===== src/rtl/dmem_arb_pkg.sv =====
// Shared definitions for the data-memory arbiter.
//   owner_t      : current access owner (IDLE, OWN0, OWN1)
//   P0 / P1      : port index constants used as the winner encoding
//   *_DEF        : default widths and burst limit
//   burst_cnt_w  : width of the burst counter for a given burst limit
package dmem_arb_pkg;

    localparam int unsigned ADDR_W_DEF    = 7;
    localparam int unsigned DATA_W_DEF    = 32;
    localparam int unsigned MAX_BURST_DEF = 4;

    localparam logic P0 = 1'b0;
    localparam logic P1 = 1'b1;

    typedef enum logic [1:0] {
        IDLE = 2'd0,
        OWN0 = 2'd1,
        OWN1 = 2'd2
    } owner_t;

    // A limit of 1 or 2 still needs one counter bit.
    function automatic int unsigned burst_cnt_w(input int unsigned max_burst);
        return (max_burst > 2) ? $clog2(max_burst) : 1;
    endfunction

endpackage


===== src/rtl/rr_pick2.sv =====
// Combinational two-way round-robin winner pick with burst ownership.
// Ports:
//   i_req0, i_req1     : requests (already gated by reset)
//   i_owner            : current owner
//   i_burst_at_limit   : owner has used up its contended burst allowance
//   i_last_served      : port granted most recently
//   o_winner           : winning port index (P0/P1), meaningful when o_valid
//   o_valid            : some port wins this cycle
module rr_pick2
    import dmem_arb_pkg::*;
(
    input  logic   i_req0,
    input  logic   i_req1,
    input  owner_t i_owner,
    input  logic   i_burst_at_limit,
    input  logic   i_last_served,
    output logic   o_winner,
    output logic   o_valid
);

    always_comb begin
        o_valid  = i_req0 | i_req1;
        o_winner = P0;
        if (i_req0 && i_req1) begin
            if (i_owner == OWN0 && !i_burst_at_limit) begin
                o_winner = P0;
            end else if (i_owner == OWN1 && !i_burst_at_limit) begin
                o_winner = P1;
            end else begin
                o_winner = ~i_last_served;
            end
        end else if (i_req1) begin
            o_winner = P1;
        end
    end

endmodule


===== src/rtl/dmem_arbiter.sv =====
// Two-port arbiter and access sequencer in front of the data memory.
// Port 0 serves the pipeline MEM stage, port 1 a secondary master. One access
// is granted per cycle with zero-cycle arbitration latency; read data is
// registered back to the winning port one cycle after its grant.
// Ports:
//   i_clk, i_reset                 : clock, synchronous active-high reset
//   i_pX_req/we/addr/wdata         : port X request, write enable, address, data
//   o_pX_gnt                       : port X granted this cycle (combinational)
//   o_pX_rvalid / o_pX_rdata       : port X registered read response
//   o_mem_addr/wdata/read/write    : memory controls (all zero with no grant)
//   i_mem_rdata                    : combinational memory read data
module dmem_arbiter
    import dmem_arb_pkg::*;
#(
    parameter int unsigned ADDR_W    = ADDR_W_DEF,
    parameter int unsigned DATA_W    = DATA_W_DEF,
    parameter int unsigned MAX_BURST = MAX_BURST_DEF
) (
    input  logic              i_clk,
    input  logic              i_reset,

    input  logic              i_p0_req,
    input  logic              i_p0_we,
    input  logic [ADDR_W-1:0] i_p0_addr,
    input  logic [DATA_W-1:0] i_p0_wdata,
    output logic              o_p0_gnt,
    output logic              o_p0_rvalid,
    output logic [DATA_W-1:0] o_p0_rdata,

    input  logic              i_p1_req,
    input  logic              i_p1_we,
    input  logic [ADDR_W-1:0] i_p1_addr,
    input  logic [DATA_W-1:0] i_p1_wdata,
    output logic              o_p1_gnt,
    output logic              o_p1_rvalid,
    output logic [DATA_W-1:0] o_p1_rdata,

    output logic [ADDR_W-1:0] o_mem_addr,
    output logic [DATA_W-1:0] o_mem_wdata,
    output logic              o_mem_read,
    output logic              o_mem_write,
    input  logic [DATA_W-1:0] i_mem_rdata
);

    localparam int unsigned CntW = burst_cnt_w(MAX_BURST);
    localparam logic [CntW-1:0] BurstLim = CntW'(MAX_BURST - 1);

    owner_t          r_owner;
    owner_t          w_owner_d;
    logic [CntW-1:0] r_burst_cnt;
    logic [CntW-1:0] w_burst_cnt_d;
    logic            r_last_served;
    logic            w_last_served_d;
    logic            r_rv0;
    logic            r_rv1;
    logic [DATA_W-1:0] r_rdata0;
    logic [DATA_W-1:0] r_rdata1;

    logic w_req0;
    logic w_req1;
    logic w_winner;
    logic w_valid;
    logic w_gnt0;
    logic w_gnt1;
    logic w_sel_we;
    logic w_burst_at_limit;
    owner_t w_win_owner;

    // Grants are blocked while reset is asserted.
    assign w_req0 = i_p0_req & ~i_reset;
    assign w_req1 = i_p1_req & ~i_reset;

    assign w_burst_at_limit = (r_burst_cnt >= BurstLim);

    rr_pick2 u_pick (
        .i_req0           (w_req0),
        .i_req1           (w_req1),
        .i_owner          (r_owner),
        .i_burst_at_limit (w_burst_at_limit),
        .i_last_served    (r_last_served),
        .o_winner         (w_winner),
        .o_valid          (w_valid)
    );

    assign w_gnt0 = w_valid & (w_winner == P0);
    assign w_gnt1 = w_valid & (w_winner == P1);
    assign o_p0_gnt = w_gnt0;
    assign o_p1_gnt = w_gnt1;

    // Memory drive, zeroed when nobody is granted.
    always_comb begin
        o_mem_addr  = '0;
        o_mem_wdata = '0;
        w_sel_we    = 1'b0;
        if (w_gnt0) begin
            o_mem_addr  = i_p0_addr;
            o_mem_wdata = i_p0_wdata;
            w_sel_we    = i_p0_we;
        end else if (w_gnt1) begin
            o_mem_addr  = i_p1_addr;
            o_mem_wdata = i_p1_wdata;
            w_sel_we    = i_p1_we;
        end
        o_mem_read  = w_valid & ~w_sel_we;
        o_mem_write = w_valid & w_sel_we;
    end

    // Ownership / burst next state.
    always_comb begin
        w_owner_d       = IDLE;
        w_burst_cnt_d   = '0;
        w_last_served_d = r_last_served;
        w_win_owner     = (w_winner == P1) ? OWN1 : OWN0;
        if (w_valid) begin
            w_last_served_d = w_winner;
            w_owner_d       = w_win_owner;
            if (r_owner == w_win_owner) begin
                w_burst_cnt_d = (r_burst_cnt == BurstLim) ? r_burst_cnt
                                                          : r_burst_cnt + 1'b1;
            end
        end
    end

    always_ff @(posedge i_clk) begin
        if (i_reset) begin
            r_owner       <= IDLE;
            r_burst_cnt   <= '0;
            r_last_served <= P1;
            r_rv0         <= 1'b0;
            r_rv1         <= 1'b0;
            r_rdata0      <= '0;
            r_rdata1      <= '0;
        end else begin
            r_owner       <= w_owner_d;
            r_burst_cnt   <= w_burst_cnt_d;
            r_last_served <= w_last_served_d;
            r_rv0         <= w_gnt0 & ~i_p0_we;
            r_rv1         <= w_gnt1 & ~i_p1_we;
            if (w_gnt0 && !i_p0_we) begin
                r_rdata0 <= i_mem_rdata;
            end
            if (w_gnt1 && !i_p1_we) begin
                r_rdata1 <= i_mem_rdata;
            end
        end
    end

    assign o_p0_rvalid = r_rv0;
    assign o_p1_rvalid = r_rv1;
    assign o_p0_rdata  = r_rdata0;
    assign o_p1_rdata  = r_rdata1;

endmodule


===== config.mk =====
export PLATFORM = sky130hd
export DESIGN_NAME = dmem_arbiter
export DESIGN_NICKNAME = d
export VERILOG_FILES = /design/src/rtl/dmem_arb_pkg.sv /design/src/rtl/rr_pick2.sv /design/src/rtl/dmem_arbiter.sv
export SDC_FILE = /design/constraint.sdc
export NUM_CORES = 1
export LEC_CHECK = 0
export BUFFER_PORTS_ARGS = -buffer_cell sky130_fd_sc_hd__buf_2
export CAP_MARGIN = 20
export CORE_UTILIZATION = 43
export CTS_CLUSTER_SIZE = 12
export DETAILED_ROUTE_END_ITERATION = 6
export GPL_TIMING_DRIVEN = 0
export PLACE_DENSITY = 0.89
export SYNTH_ARGS = -nofsm -noshare
export SYNTH_HDL_FRONTEND = slang
export SYNTH_SLANG_ARGS = --single-unit

===== constraint.sdc =====
create_clock -name i_clk -period 2.3 [get_ports i_clk]
set_input_delay 0.115 -clock i_clk [delete_from_list [all_inputs] [get_ports i_clk]]
set_output_delay 0.115 -clock i_clk [all_outputs]
set_load 0.01 [all_outputs]

## After elaboration in Yosys (flattened, before gate mapping)

Index checks and enable logic that the tools add are counted.

| cells by class | value |
|---|---|
| add/sub/neg operators | 1 |
| order comparisons | 1 |
| eq/ne operators | 4 |
| muxes and demuxes | 11 |
| bitwise operators | 17 |
| reduce and logical (&&, ||, !) cells | 10 |

Operators with widths:

| operator | number |
|---|---|
| $mux 32 | 2 |
| $mux 7 | 2 |
| $and 1x1->1 | 8 |
| $not 1->1 | 8 |
| $mux 1 | 6 |
| $logic_and 1x1->1 | 5 |
| $eq 2x2->1 const B | 2 |
| $logic_not 1->1 | 3 |
| $reduce_or 3->1 | 1 |
| $add 2x1->2 const B | 1 |
| $eq 2x1->1 const B | 1 |
| $eq 2x2->1 | 1 |
| $ge 2x2->1 const B | 1 |
| $mux 2 | 1 |
| $reduce_or 2->1 | 1 |
| $or 1x1->1 | 1 |

| storage, ports and cells | value |
|---|---|
| register bits | 71 |
| bits of input ports | 116 |
| output and inout port bits | 109 |
| logic and storage cells | 51 |

## Longest topological paths before layout

Gate-level depths: netlist of run 1.

| logic depth | value |
|---|---|
| depth after elaboration | 11 |
| gate-level depth with buffers | 7 |
| gate-level depth less buffers | 5 |

## Modules after synthesis

A second synthesis of run 1 with hierarchy kept.

| second synthesis, totals | value |
|---|---|
| cell total of the unflattened synthesis | 370 |
| area total of the unflattened synthesis | 3577.2 um^2 |

Modules (own cells, without submodules):

| module | times used | cells each | area an instance (um^2) |
|---|---|---|---|
| dmem_arbiter | 1 | 364 | 3535.9 |
| rr_pick2 | 1 | 6 | 41.3 |

## Worst setup path before layout of run 1

OpenSTA, ideal clock, no wires.

| timing path | value |
|---|---|
| path type | register to register |
| start | reg r_burst_cnt[0] |
| end | reg r_rdata0[10], in the netlist o_p0_rdata[10] |
| arrival | 1.835 ns |
| required time | 2.228 ns |
| path slack | 0.394 ns |
| cell stages (with the launch flop) | 8 |
| path through | dfxtp_1 ha_1 or2_1 a311oi_4 or3_1 buf_4 buf_6 mux2i_1 |

| on the way | value |
|---|---|
| longest elaborated chain between the ends | 9 |
| elaborated cells between the ends (all ways) | 10 |
| those cells by class | order compare: 1; mux: 3; bitwise: 2; reduce/logical: 4 |

RTL lines:

| item | RTL line | source |
|---|---|---|
| from (decl) | dmem_arbiter.sv:50 | `logic [CntW-1:0] r_burst_cnt;` |
| from (signal assigned) | dmem_arbiter.sv:135 | `r_burst_cnt <= w_burst_cnt_d;` |
| $ge 2x2->1 (*) | dmem_arbiter.sv:73 | `assign w_burst_at_limit = (r_burst_cnt >= BurstLim);` |
| $logic_not 1->1 (*) | rr_pick2.sv:25, rr_pick2.sv:27 |  |
| $logic_and 1x1->1 | rr_pick2.sv:27 | `end else if (i_owner == OWN1 && !i_burst_at_limit) begin` |
| $mux 1 | rr_pick2.sv:27 |  |
| $mux 1 (*) | rr_pick2.sv:25 | `if (i_owner == OWN0 && !i_burst_at_limit) begin` |
| $mux 1 (*) | rr_pick2.sv:24 | `if (i_req0 && i_req1) begin` |
| $not 1->1 (*) | dmem_arbiter.sv:85 | `assign w_gnt0 = w_valid & (w_winner == P0);` |
| $and 1x1->1 (*) | dmem_arbiter.sv:85 |  |
| $logic_and 1x1->1 (*) | dmem_arbiter.sv:139 | `if (w_gnt0 && !i_p0_we) begin` |
| to (signal assigned) | dmem_arbiter.sv:140 | `r_rdata0 <= i_mem_rdata;` |
| to (decl) | dmem_arbiter.sv:56 | `logic [DATA_W-1:0] r_rdata0;` |

Mark *: on every way between the ends. The rest lies on a longest branch, timed or not.
A chain may end at the register's enable or synchronous reset.

## Worst setup path in the final report of run 1

| timing path | value |
|---|---|
| start | reg r_burst_cnt[1] |
| end | out o_mem_wdata[12] |

| on the way | value |
|---|---|
| longest elaborated chain between the ends | 9 |
| elaborated cells between the ends (all ways) | 12 |
| those cells by class | order compare: 1; mux: 5; bitwise: 3; reduce/logical: 3 |

RTL lines:

| item | RTL line | source |
|---|---|---|
| $ge 2x2->1 (*) | dmem_arbiter.sv:73 |  |
| $logic_not 1->1 (*) | rr_pick2.sv:25, rr_pick2.sv:27 |  |
| $logic_and 1x1->1 | rr_pick2.sv:27 |  |
| $mux 1 | rr_pick2.sv:27 |  |
| $mux 1 (*) | rr_pick2.sv:25 |  |
| $mux 1 (*) | rr_pick2.sv:24 |  |
| $and 1x1->1 or $not 1->1 (tied branches) | dmem_arbiter.sv:86, dmem_arbiter.sv:85 |  |
| $mux 32 or $and 1x1->1 (tied branches) | dmem_arbiter.sv:99, dmem_arbiter.sv:85 |  |
| $mux 32 (*) | dmem_arbiter.sv:95 | `if (w_gnt0) begin` |
| to (decl) | dmem_arbiter.sv:39 | `output logic [DATA_W-1:0] o_mem_wdata,` |

Marked as above.

==> results.txt, run 1 <==
- The flow ran to the end, and the final reports show no timing, DRC or antenna violations.
- Core area: 7888 um2
- Summed over all nets, the half-perimeter wirelength after detailed placement is 8660 um.
- FF/Latch Area: 1424 um2
- The worst hold path was traced through 3 stages.
- The count of pins over their slew limit came to 0.
* Sequential Power Share: 46.1%
* H-tree lvl count: 3
* Multi-input logic area: 1978 um2
- The first global-routing pass estimated 16640 um of wire.
- Global router's overall resource usage: 24.40%
- After detailed routing, the number of remaining DRC violations is 0.
* Insertion delay of the later-clocked pin in the worst-skew pair: 0.33 ns
- Measured in cells, the most critical reg-to-reg path has a length of 9.
* Antenna cell count: 0
* Height of the chip: 93.29 um
- Post-synthesis cell area: 3583 um2
- Post-synthesis cell type with the largest combined area: sky130_fd_sc_hd__dfxtp_1
- Global routing finished with a remaining overflow of 0.
* Sequential-to-total area share from yosys stat: 39.66%
* Layout cell share with drive strength beyond 1: 40.30%
- For this design the top-level I/O count stands at 225.
- Most frequent cells in the layout: 225 x sky130_fd_sc_hd__buf_2, 97 x sky130_fd_sc_hd__nand2b_1, 79 x sky130_fd_sc_hd__nand2_1
- Internal Pwr Total: 2057 uW
* Fill cell count: 681
* Initial antenna violation count: 0
- Number of DRC markers in iteration 0: 111
- The net count of the finished layout is 772.
- CTS sink cnt: 71
- Mapped Cells: 415
- Buffers added on ports: 223
- Switching pwr: 750.2 uW
- After routing, the total negative slack on setup checks comes to 0 ns.
* Clock input transition at the sequential cells of the worst setup and hold paths: 0.07 ns
- Data arrival time of the worst path: 2.12 ns
* Count of placed standard cells in the final layout, fillers left out: 762
- Summing all non-filler instances in the final layout gives an area of 5100 um2.
- In the routed layout, each cell is associated on average with a via count of 4.932.
- Clock root buffer: sky130_fd_sc_hd__clkbuf_8
* Distinct cell type count of the synthesized netlist: 29
- Synthesis produced a netlist with a net count of 532.
- The worst path uses 97.19% of the clock period.
- Number of hold violations in the final report: 0
- Maximum VDD drop: 0.0004650 V
- Once placement finished, the instance area stood at 4827 um2.
- Min cycle time layout: 2.235 ns
- Most frequent standard cell in the layout excluding fill and tap cells: sky130_fd_sc_hd__buf_2
- Switching share of power: 26.73%
- Worst-case headroom to the max-slew limit: 68.59%
- Nature of the critical path startpoint: flop
- Relative area change from synthesis to final layout: 42.32%
- Fraction of power consumed by the clock network: 34.5%
- Top fanout value on the critical path: 10
- Measured slew at the worst slew-check pin: 0.4712 ns
- The worst setup path is of the reg2out kind.
- Fmax: 0.4474 GHz
- Once placement completed, the tool counted placed cells totaling 740.
- From left edge to right edge, the die measures 93.29 um.
- For the final database, setup skew stands at 0.006430 ns.
- Each instance of the synthesized netlist takes up on average 8.635 um2.
- After synthesis, the cell types taking the most area are sky130_fd_sc_hd__dfxtp_1 40%, sky130_fd_sc_hd__mux2i_1 18%, sky130_fd_sc_hd__nand2b_1 17%, sky130_fd_sc_hd__nand2_1 8.3%, sky130_fd_sc_hd__o21ai_0 5.4%.
- TritonCTS clock tree: yes
- Setup ws final: 0.06473 ns
- Core utilization of the finished layout: 64.66%
* Warnings, synthesis: 0
- Detailed-route via count: 3758
* Maximum number of pins on one net before global-route repair: 12
* CTS buffer count: 9
- Routed wire length: 11030 um
* Average detailed-routed wire length per instance: 14.48 um
- Number of nets with antenna violations after detailed routing: 0
- In this run the worst hold path is classified as in2reg.
- Number of buffers inserted by hold repair at cts: 0
- Leakage power of the design: 0.002873 uW
- GPL Wtd Cong: 0.8775
* Rows: 32
- Critical Path Sink Type: output pin
- The initial utilization of the core area, before any placement, comes to 45.43%.
- Via count of the first global-routing pass: 3637
- Buffer levels on the longest clock path: 2
* Pre-CTS worst setup slack: 0.04563 ns
- Area share of the largest cell type after synthesis: 39.66%
- Yosys reg bits: 71
* Required time reported for the critical path endpoint: 2.18 ns
* Max_cap viols: 0
- The floorplan step defined a die boundary enclosing 8703 um2.
- Combinational logic is responsible for 19.4% of the overall power.
- Detailed-router iteration count before antenna repair: 5
* Cell area power density: 550.4 nW/um2
- Final setup fails: 0
[critical path, cell delays in order (launching register included)]
cell,delay (ns)
sky130_fd_sc_hd__dfxtp_2,0.34
sky130_fd_sc_hd__ha_4,0.18
sky130_fd_sc_hd__or2_4,0.25
sky130_fd_sc_hd__a311oi_4,0.31
sky130_fd_sc_hd__buf_6,0.17
sky130_fd_sc_hd__buf_4,0.17
sky130_fd_sc_hd__nand2_1,0.07
sky130_fd_sc_hd__o21ai_0,0.12
sky130_fd_sc_hd__buf_2,0.19
[Yosys cell counts]
cell type and instances:
sky130_fd_sc_hd__nor2b_1 1, sky130_fd_sc_hd__inv_1 4, sky130_fd_sc_hd__mux2i_1 65, sky130_fd_sc_hd__nand3b_1 2, sky130_fd_sc_hd__a311oi_1 1, sky130_fd_sc_hd__nor2_1 7
sky130_fd_sc_hd__a21oi_1 1, sky130_fd_sc_hd__a221o_1 2, sky130_fd_sc_hd__nand2_4 1, sky130_fd_sc_hd__nand2_1 79, sky130_fd_sc_hd__o21bai_1 2, sky130_fd_sc_hd__nand3_1 1
sky130_fd_sc_hd__or2_1 1, sky130_fd_sc_hd__o21ai_0 39, sky130_fd_sc_hd__a311oi_4 1, sky130_fd_sc_hd__a22o_1 1, sky130_fd_sc_hd__nand2b_1 97, sky130_fd_sc_hd__buf_6 7
sky130_fd_sc_hd__buf_2 6, sky130_fd_sc_hd__o31ai_1 1, sky130_fd_sc_hd__buf_4 1, sky130_fd_sc_hd__a211o_1 1, sky130_fd_sc_hd__and3b_1 1, sky130_fd_sc_hd__clkbuf_1 18
sky130_fd_sc_hd__a211oi_1 1, sky130_fd_sc_hd__ha_1 1, sky130_fd_sc_hd__or3_1 1, sky130_fd_sc_hd__xor2_1 1, sky130_fd_sc_hd__dfxtp_1 71
[cells by family (layout without fill, tap and decap cells)]
family          count (synthesis)  count (layout)  share of synthesized area [%]
flops                          71              71                          39.66
simple gates                  191             191                          27.58
compound gates                 50              50                          8.450
mux                            65              65                          18.16
xor+xnor                        1               1                         0.2445
buf+inv                        36             281                          5.552
fa+ha+maj                       1               1                         0.3491
[state kept, by name, summed over array words and instances, names as in the netlist]
signal,flops
o_p0_rdata,32
o_p0_rvalid,1
r_burst_cnt,2
r_owner,2
o_p1_rvalid,1
r_last_served,1
o_p1_rdata,32
[worst paths after layout]
check | from | end | slack (ns)
worst min register to register | o_p0_rdata[31] | o_p0_rdata[31] | 0.48
worst min-delay path | i_mem_rdata[2] | o_p0_rdata[2] | 0.06
worst max-delay path | r_burst_cnt[1] | o_mem_wdata[12] | 0.06
worst max register to register | r_burst_cnt[1] | o_p0_rdata[8] | 0.13
[layout make-up]
class | instances | share of cell area, %
Buffer | 31 | 3.778
Clock buffer | 12 | 2.846
Clock inverter | 4 | 0.8832
Inverter | 4 | 0.2944
Multi-Input combinational cell | 308 | 38.79
Sequential cell | 71 | 27.92
Tap cell | 102 | 2.502
Timing Repair Buffer | 230 | 22.99
[stage by stage]
stage	total power, uW	hold WS (ns)
6_report	2807	0.06162
5_1_grt	2925	0.06911
4_1_cts	2823	0.05006
3_5_place_dp	1849	0.4094
3_3_place_gp	1833	0.3976
2_1_floorplan	1594	0.2537
[metal layers]
layer	track usage [%]	vias to the layer above	wire length, um
met5	0	-	0
met4	11.67	0	356
met3	6.098	25	897
met2	46.32	176	5652
met1	24.65	1723	4127
li1	-	1834	-
[power by group through the flow]
stage               Sequential [uW]  Clock (uW)  Combinational, uW
finish                         1290         969                545
global route                   1300        1040                590
CTS                            1290         987                543
detailed placement             1320           0                530
global placement               1320           0                516
floorplan                      1330           0                261
[timing repair]
| action | 4_1_cts | 5_1_grt |
|---|---|---|
| setup endpoints to repair | 42 | 39 |
| endpoints found under the hold margin | 0 | 0 |
| setup buffers | 5 | 2 |
| pin swaps | 1 | 3 |
| gates resized for setup | 8 | 4 |
No activity file was read; power rests on OpenSTA's default activity.
==> run 2, diff against run 1 <==
Settings changed: PLACE_DENSITY 0.89 to 0.81, SLEW_MARGIN from default to 20.
==> run 2 against run 1 <==
  * Fmax shrank 1.4%
  * Critical path depth increased by 1
  * Sequential power about the same
  * Die area did not move
  * Critical endpoint is now o_mem_wdata[19]
  * Highest routed layer unchanged
  * Cell area up 3.6%
  * Critical path type unchanged
  * Non-clock buffer count rose by 7
  * Final cell count grew 0.92%
  * Clock power up 37%
  * Combinational power grew 3%
  * Clock-buffer cell count fell by 1
==> results.txt, run 2 (synthesis gave the netlist of run 1 again) <==
* Status: complete, no violations
- Sequential Power Share: 40.6%
- Relative area change from synthesis to final layout: 47.45%
- Leaving out fill and tap cells, the most frequent cell in the layout is sky130_fd_sc_hd__buf_2.
- The first global-routing pass estimated 16760 um of wire.
- Buffers added on ports: 223
- Between clock sinks in the finished design, the worst skew comes to 0.01171 ns.
* Max_cap viols: 0
* Fmax: 0.4413 GHz
- CP max stage delay: 0.34 ns
* Final setup fails: 0
* Average detailed-routed wire length per instance: 14.58 um
* Buffer levels on the longest clock path: 2
- Dividing total power by cell area gives a power density of 603.1 nW/um2.
* Design area: 5284 um2
- Detailed-router iteration count before antenna repair: 4
- TritonCTS clock tree: yes
- The slowest stage of the critical path belongs to the cell sky130_fd_sc_hd__dfxtp_2.
* Pre-CTS worst setup slack: 0.09083 ns
- Global routing used 24.73% of the available tracks across all layers.
* Initial antenna violation count: 0
- IR analysis of the VDD net gives a maximum drop of 0.0005408 V.
* Nature of the critical path startpoint: flop
- CTS buffer count: 9
- Switching share of power: 24.44%
* Hold Path Class: in2reg
- Hold repair after CTS inserted 0 buffers.
* Height of the chip: 93.29 um
- In the finished design, the share of the clock period the worst path needs comes to 98.52%.
- Number of vias per cell: 4.926
* Number of nets with antenna violations after detailed routing: 0
- GPL Wtd Cong: 0.8767
* Combined buffer and inverter count along the critical path: 4
- Maximum number of pins on one net before global-route repair: 13
- Min cycle time layout: 2.266 ns
* Measured slew at the worst slew-check pin: 0.4461 ns
* Fill cell count: 651
- Initial Utilization: 45.43%
- Number of DRC markers in iteration 0: 72
* Clock root buffer: sky130_fd_sc_hd__clkbuf_8
- Global route total overflow: 0
- Post-DP Area: 4827 um2
* Die footprint: 8703 um2
* Number of I/O pins: 225
- The clock reaches the later pin of the worst-skew pair after 0.35 ns.
* Half-perimeter wire length after detailed placement: 8516 um
* Core utilization of the finished layout: 66.99%
- Measured along the x axis, the die boundary spans 93.29 um.
* Required time reported for the critical path endpoint: 2.18 ns
- CP Class: reg2out
- Number of hold violations in the final report: 0
- For this run, design rule violations remaining after detail routing come to 0.
* Number of nets in the final layout: 779
* Fin Hold WS: 0.04557 ns
- Worst path top cell family by delay: buffers and inverters
- Top fanout value on the critical path: 8
* Detailed-route via count: 3788
- In this run the number of H-tree levels came out at 3.
- Most frequent cells in the layout: 226 x sky130_fd_sc_hd__buf_2, 97 x sky130_fd_sc_hd__nand2b_1, 79 x sky130_fd_sc_hd__nand2_1
* Data arrival time of the worst path: 2.15 ns
- After detailed routing, the total wire length is 11210 um.
- Worst-case headroom to the max-slew limit: 70.26%
- The worst setup path is captured at an output pin.
- Layout cell share with drive strength beyond 1: 41.23%
- The floorplan step defined a core boundary enclosing 7888 um2.
- CTS saw 71 sinks.
- The count of pins over their slew limit was 0.
* Share of total power in combinational logic: 17.7%
- The share of total power dissipated in the clock network is 41.8%.
- Setup ws final: 0.03403 ns
- The analysis attributes to net switching a power of 778.8 uW.
* Rows: 32
* Internal Pwr Total: 2408 uW
- Clock input transition at the sequential cells of the worst setup and hold paths: 0.08 ns
* Antenna cell count: 0
* Leakage power of the design: 0.002952 uW
- Critical path, cell by cell: ha_4, or2_4, a311oi_4, buf_6, buf_8, buf_4, nand2_1, o21ai_0, buf_2
- The number of global-route vias before repair was 3679.
==> run 2: cell types whose count changed in the layout (fill, tap and decap cells not counted), moves of 2 or more <==
| cell | previous run | this run |
|---|---|---|
| sky130_fd_sc_hd__buf_6 | 8 | 12 |
| sky130_fd_sc_hd__o21ai_0 | 39 | 35 |
| sky130_fd_sc_hd__o21ai_1 | 0 | 4 |
| sky130_fd_sc_hd__bufinv_16 | 1 | 4 |
| sky130_fd_sc_hd__clkinv_2 | 3 | 0 |
| sky130_fd_sc_hd__buf_8 | 0 | 2 |
==> run 2: power groups by stage <==
stage / Sequential, uW / Combinational, uW / Clock [uW]
finish: 1290 / 564 / 1330
global route: 1300 / 610 / 1390
CTS: 1290 / 538 / 1330
detailed placement: 1320 / 528 / 0
global placement: 1320 / 517 / 0
floorplan: 1330 / 261 / 0
==> run 2: what timing repair did <==
action,4_1_cts,5_1_grt
gates cloned,0,5
pin swaps,1,3
gates resized for setup,7,30
setup buffers,2,6
endpoints found under the setup margin,42,41
endpoints found under the hold margin,0,0
==> run 2: metal layers <==
metal	track usage, %	share of wire (%)	vias up
li1	-	-	1848
met1	24.43	37	1756
met2	46.94	52	163
met3	6.992	8.0	21
met4	11.92	2.6	0
met5	0	0	-
==> run 2: through the flow <==
step | TNS (ns) | cells | total power [uW]
floorplan | 0 | 415 | 1594
global placement | 0 | 740 | 1834
detailed placement | 0 | 740 | 1847
CTS | 0 | 758 | 3164
global route | -0.02655 | 769 | 3297
finish | 0 | 769 | 3186
==> run 2: worst min-delay path: cells and delay by family <==
family                 cells  cell delay [ns]
AND/OR/NAND/NOR            1             0.08
buffers and inverters      1             0.09
multiplexers               1             0.07
==> run 2: final cells by class <==
class / instances / area, um2 / area share (%)
tap: 102 / 127.6 / 2.415
sequential: 71 / 1424 / 26.95
clock buffer: 11 / 141.4 / 2.676
inverter: 4 / 15.01 / 0.2842
multi-input combinational: 308 / 1982 / 37.51
clock inverter: 5 / 128.9 / 2.439
buffer: 32 / 226.5 / 4.286
timing repair buffer: 236 / 1239 / 23.44
==> run 2: worst paths after layout <==
kind                  start              end  slack (ns)  cells after the start
min          i_mem_rdata[1]    o_p0_rdata[1]        0.05                      3
min reg2reg   o_p0_rdata[5]    o_p0_rdata[5]        0.48                      2
max          r_burst_cnt[0]  o_mem_wdata[19]        0.03                      9
max reg2reg  r_burst_cnt[0]   o_p0_rdata[16]        0.23                      9
==> run 3, diff against run 2 <==
Settings changed: ABC_AREA from default to 1, CORE_MARGIN from default to 10, CORE_UTILIZATION 43 to 41, PLACE_DENSITY 0.81 to 0.8.
==> run 3 against run 2 <==
  * Die area up 35%
  * First-iteration DRC count up 110%
  * Clock power about the same
  * Via count up 1.5%
  * Register-to-register slack better by 0.23 ns
  * Final cell count up 11%
  * Sequential power up 5%
  * Synthesized area down 11%
  * Critical path depth up 4
  * Sequential cell count unchanged
  * Critical path type unchanged
  * Critical endpoint is now o_mem_wdata[2]
  * Largest power group is now sequential cells
==> results.txt, run 3 <==
* Core area: 7647 um2
- Leakage power of the design: 0.002865 uW
- The cell count after synthesis came out at 512.
* Overall Power: 3331 uW
* GPL Wtd Cong: 0.8319
- CP Class: reg2out
* Most frequent cells in the layout: 233 x sky130_fd_sc_hd__buf_2, 187 x sky130_fd_sc_hd__nand2_1, 132 x sky130_fd_sc_hd__nor2_1
- At the pin with the least slew margin, the transition time is 0.4558 ns.
- Pin placement for this block handled 225 I/O pins.
- The number of global-route vias before repair was 3709.
- Summed over all layers, the global routing overflow is 0.
- Die footprint: 11730 um2
* Total Neg Setup Slack: 0 ns
- Entering global routing, the biggest net connects 18 pins.
- Number of hold violations in the final report: 0
- Max_cap viols: 0
- Measured against its own limit, the worst slew margin works out to 69.62%.
* TritonCTS clock tree: yes
- H-tree lvl count: 3
* Initial Utilization: 41.80%
* First-pass GRT wire length: 18070 um
- After layout, the worst path uses 92.66% of the clock period.
* Library cell with the highest instance count after synthesis: sky130_fd_sc_hd__nand2_1
- Final Skew: 0.009221 ns
- Maximum VDD drop: 0.0004013 V
- The count of pins over their slew limit came to 0.
- Required time reported for the critical path endpoint: 2.18 ns
- Data arrives at the worst endpoint at 2.02 ns.
* Sequential-to-total area share from yosys stat: 44.46%
- Average detailed-routed wire length per instance: 14.20 um
- Switching pwr: 889.0 uW
- The later pin in the worst-skew pair is clocked with a latency of 0.34 ns.
* Warnings, synthesis: 0
- Counting the fill cells in the layout gives 722.
- Routed wire length: 12150 um
- Most frequently used flop master after synthesis: sky130_fd_sc_hd__dfxtp_1
* Buffer count from post-CTS setup fixing: 0
- GR Util met3: 7.377%
- CTS sink cnt: 71
- From synthesis to final layout, the design area changed by 48.69%.
- The synthesized design contains 0 enable-type register cells.
* Post-synth ARST share: 0%
* Post-synthesis cell area: 3197 um2
- Sorting the synthesized cells by how often they occur yields 187 x sky130_fd_sc_hd__nand2_1, 132 x sky130_fd_sc_hd__nor2_1, 71 x sky130_fd_sc_hd__dfxtp_1, 43 x sky130_fd_sc_hd__inv_1, 33 x sky130_fd_sc_hd__o21ai_0.
* Internal Pwr Total: 2442 uW
- Synthesis instantiated 20 different standard cells from the library.
- Final setup fails: 0
* Count of placed standard cells in the final layout, fillers left out: 855
- Detailed-route via count: 3844
- Number of DRC markers in iteration 0: 154
- Area share of the largest cell type after synthesis: 44.46%
* Buffer levels on the longest clock path: 2
* Status: complete, no violations
- Post-synthesis cell type with the largest combined area: sky130_fd_sc_hd__dfxtp_1
- For the finished layout, the period the worst path requires is 2.131 ns.
* Fmax: 0.4692 GHz
- Number of vias per cell: 4.496
- Synth Area per Inst: 6.244 um2
- Initial antenna violation count: 0
* Most frequent standard cell in the layout excluding fill and tap cells: sky130_fd_sc_hd__buf_2
- Nature of the critical path startpoint: flop
- Met1 track demand over resource in global routing: 21.24%
- The path class of the tightest hold or removal check is in2reg.
- After clock tree synthesis, the clock-pin slew on the worst setup and hold paths is 0.08 ns.
* Number of nets with antenna violations after detailed routing: 0
- When the netlist entered floorplanning its net count stood at 629.
- Peak-usage layer in the global routing report: met2
* Detailed-router iteration count before antenna repair: 4
* Core utilization of the finished layout: 62.16%
* Clock root buffer: sky130_fd_sc_hd__clkbuf_8
- For this run, the post-layout net count is 865.
- After synthesis the netlist holds a flip-flop and latch count of 71.
* Unrepaired setup endpoints after global routing: yes
- Sequential cells burn 40.4% of the power.
- Switching share of power: 26.69%
* Half-perimeter wire length after detailed placement: 9829 um
- Number of remaining DRC errors: 0
- Counting the buffers created by CTS gives 9.
- Cell Count Post-Placement: 838
- During placement, the flow inserted port buffers numbering 224.
- In this run the core area contains 32 standard-cell rows.
* Share of total power in combinational logic: 19.7%
* Width of the die: 108.3 um
- Global routing used 19.11% of the available tracks across all layers.
- Setup slack on the worst reg-to-reg path comes out at 0.46 ns.
* Top fanout value on the critical path: 10
* Synth area leaders: sky130_fd_sc_hd__dfxtp_1 44%, sky130_fd_sc_hd__nand2_1 22%, sky130_fd_sc_hd__nor2_1 15%, sky130_fd_sc_hd__o21ai_0 5.2%, sky130_fd_sc_hd__inv_1 5.0%
- Critical Path Sink Type: output pin
- Layout cell share with drive strength beyond 1: 34.40%
- Antenna cell count: 0
- Met2 global-route usage: 33.58%
- Cell area power density: 700.8 nW/um2
* Height of the chip: 108.3 um
- In this run, the clock network consumes 39.9% of the power.
## run 3: through the flow
| step | hold WS, ns | instance area, um2 | setup slack [ns] |
|---|---|---|---|
| finish | 0.009289 | 4753 | 0.1688 |
| global route | 0.007988 | 4753 | -0.006989 |
| CTS | 0.001356 | 4732 | 0.02342 |
| detailed placement | 0.3582 | 4446 | 0.3256 |
| global placement | 0.3488 | 4446 | 0.3920 |
| floorplan | 0.2109 | 3197 | 0.6731 |
## run 3: kinds of logic after synthesis
| logic type | after synthesis | share of synthesized area, % |
|---|---|---|
| AO/OA/AOI/OAI | 35 | 5.558 |
| flip-flops | 71 | 44.46 |
| XOR/XNOR | 1 | 0.2740 |
| adder cells (fa/ha/maj) | 1 | 0.3913 |
| AND/OR/NAND/NOR | 330 | 39.61 |
| buffers and inverters | 73 | 9.393 |
| multiplexers | 1 | 0.3131 |
## run 3: cell type report
cell class | count | area, um2 | share of cell area, %
Clock inverter | 5 | 128.9 | 2.711
Inverter | 45 | 168.9 | 3.554
Buffer | 27 | 131.4 | 2.764
Sequential cell | 71 | 1421 | 29.90
Tap cell | 102 | 127.6 | 2.685
Multi-Input combinational cell | 368 | 1493 | 31.40
Timing Repair Buffer | 226 | 1141 | 24.01
Clock buffer | 11 | 141.4 | 2.974
## run 3: path summary, 6_finish.rpt
kind	end	cells past startpoint	start
max	o_mem_wdata[2]	13	r_burst_cnt[0]
max reg2reg	o_p1_rdata[27]	10	r_burst_cnt[0]
min	o_p0_rdata[26]	3	i_mem_rdata[26]
min reg2reg	o_p1_rdata[31]	2	o_p1_rdata[31]
## run 3: metal layers
layer / up-vias / part of all wire [%]
met2: 144 / 50
met4: 0 / 1.2
li1: 1997 / -
met3: 10 / 9.8
met5: - / 0
met1: 1693 / 39
## run 3: what timing repair did
action / in CTS / in global routing
gates resized for setup: 0 / 5
endpoints found under the hold margin: 2 / 0
setup endpoints to repair: 2 / 40
pin swaps: 0 / 0
hold buffers: 2 / 0
cloned: 0 / 0
## run 3: critical path: stages (launching register included)
cell and delay (ns):
sky130_fd_sc_hd__dfxtp_1 0.39, sky130_fd_sc_hd__ha_4 0.17, sky130_fd_sc_hd__inv_1 0.05, sky130_fd_sc_hd__nand3_1 0.07
sky130_fd_sc_hd__nand2_1 0.06, sky130_fd_sc_hd__nand3_2 0.11, sky130_fd_sc_hd__nand2_4 0.11, sky130_fd_sc_hd__inv_1 0.10
sky130_fd_sc_hd__nand2_1 0.08, sky130_fd_sc_hd__inv_2 0.11, sky130_fd_sc_hd__buf_4 0.17, sky130_fd_sc_hd__nand2_1 0.06
sky130_fd_sc_hd__nand2_1 0.07, sky130_fd_sc_hd__buf_2 0.14
## run 3: power by group through the flow
stage / registers [uW] / clock network (uW) / logic (uW)
2_1_floorplan: 1410 / 0 / 298
3_3_place_gp: 1370 / 0 / 636
3_5_place_dp: 1370 / 0 / 651
4_1_cts: 1340 / 1350 / 659
5_1_grt: 1350 / 1400 / 736
6_report: 1350 / 1330 / 656
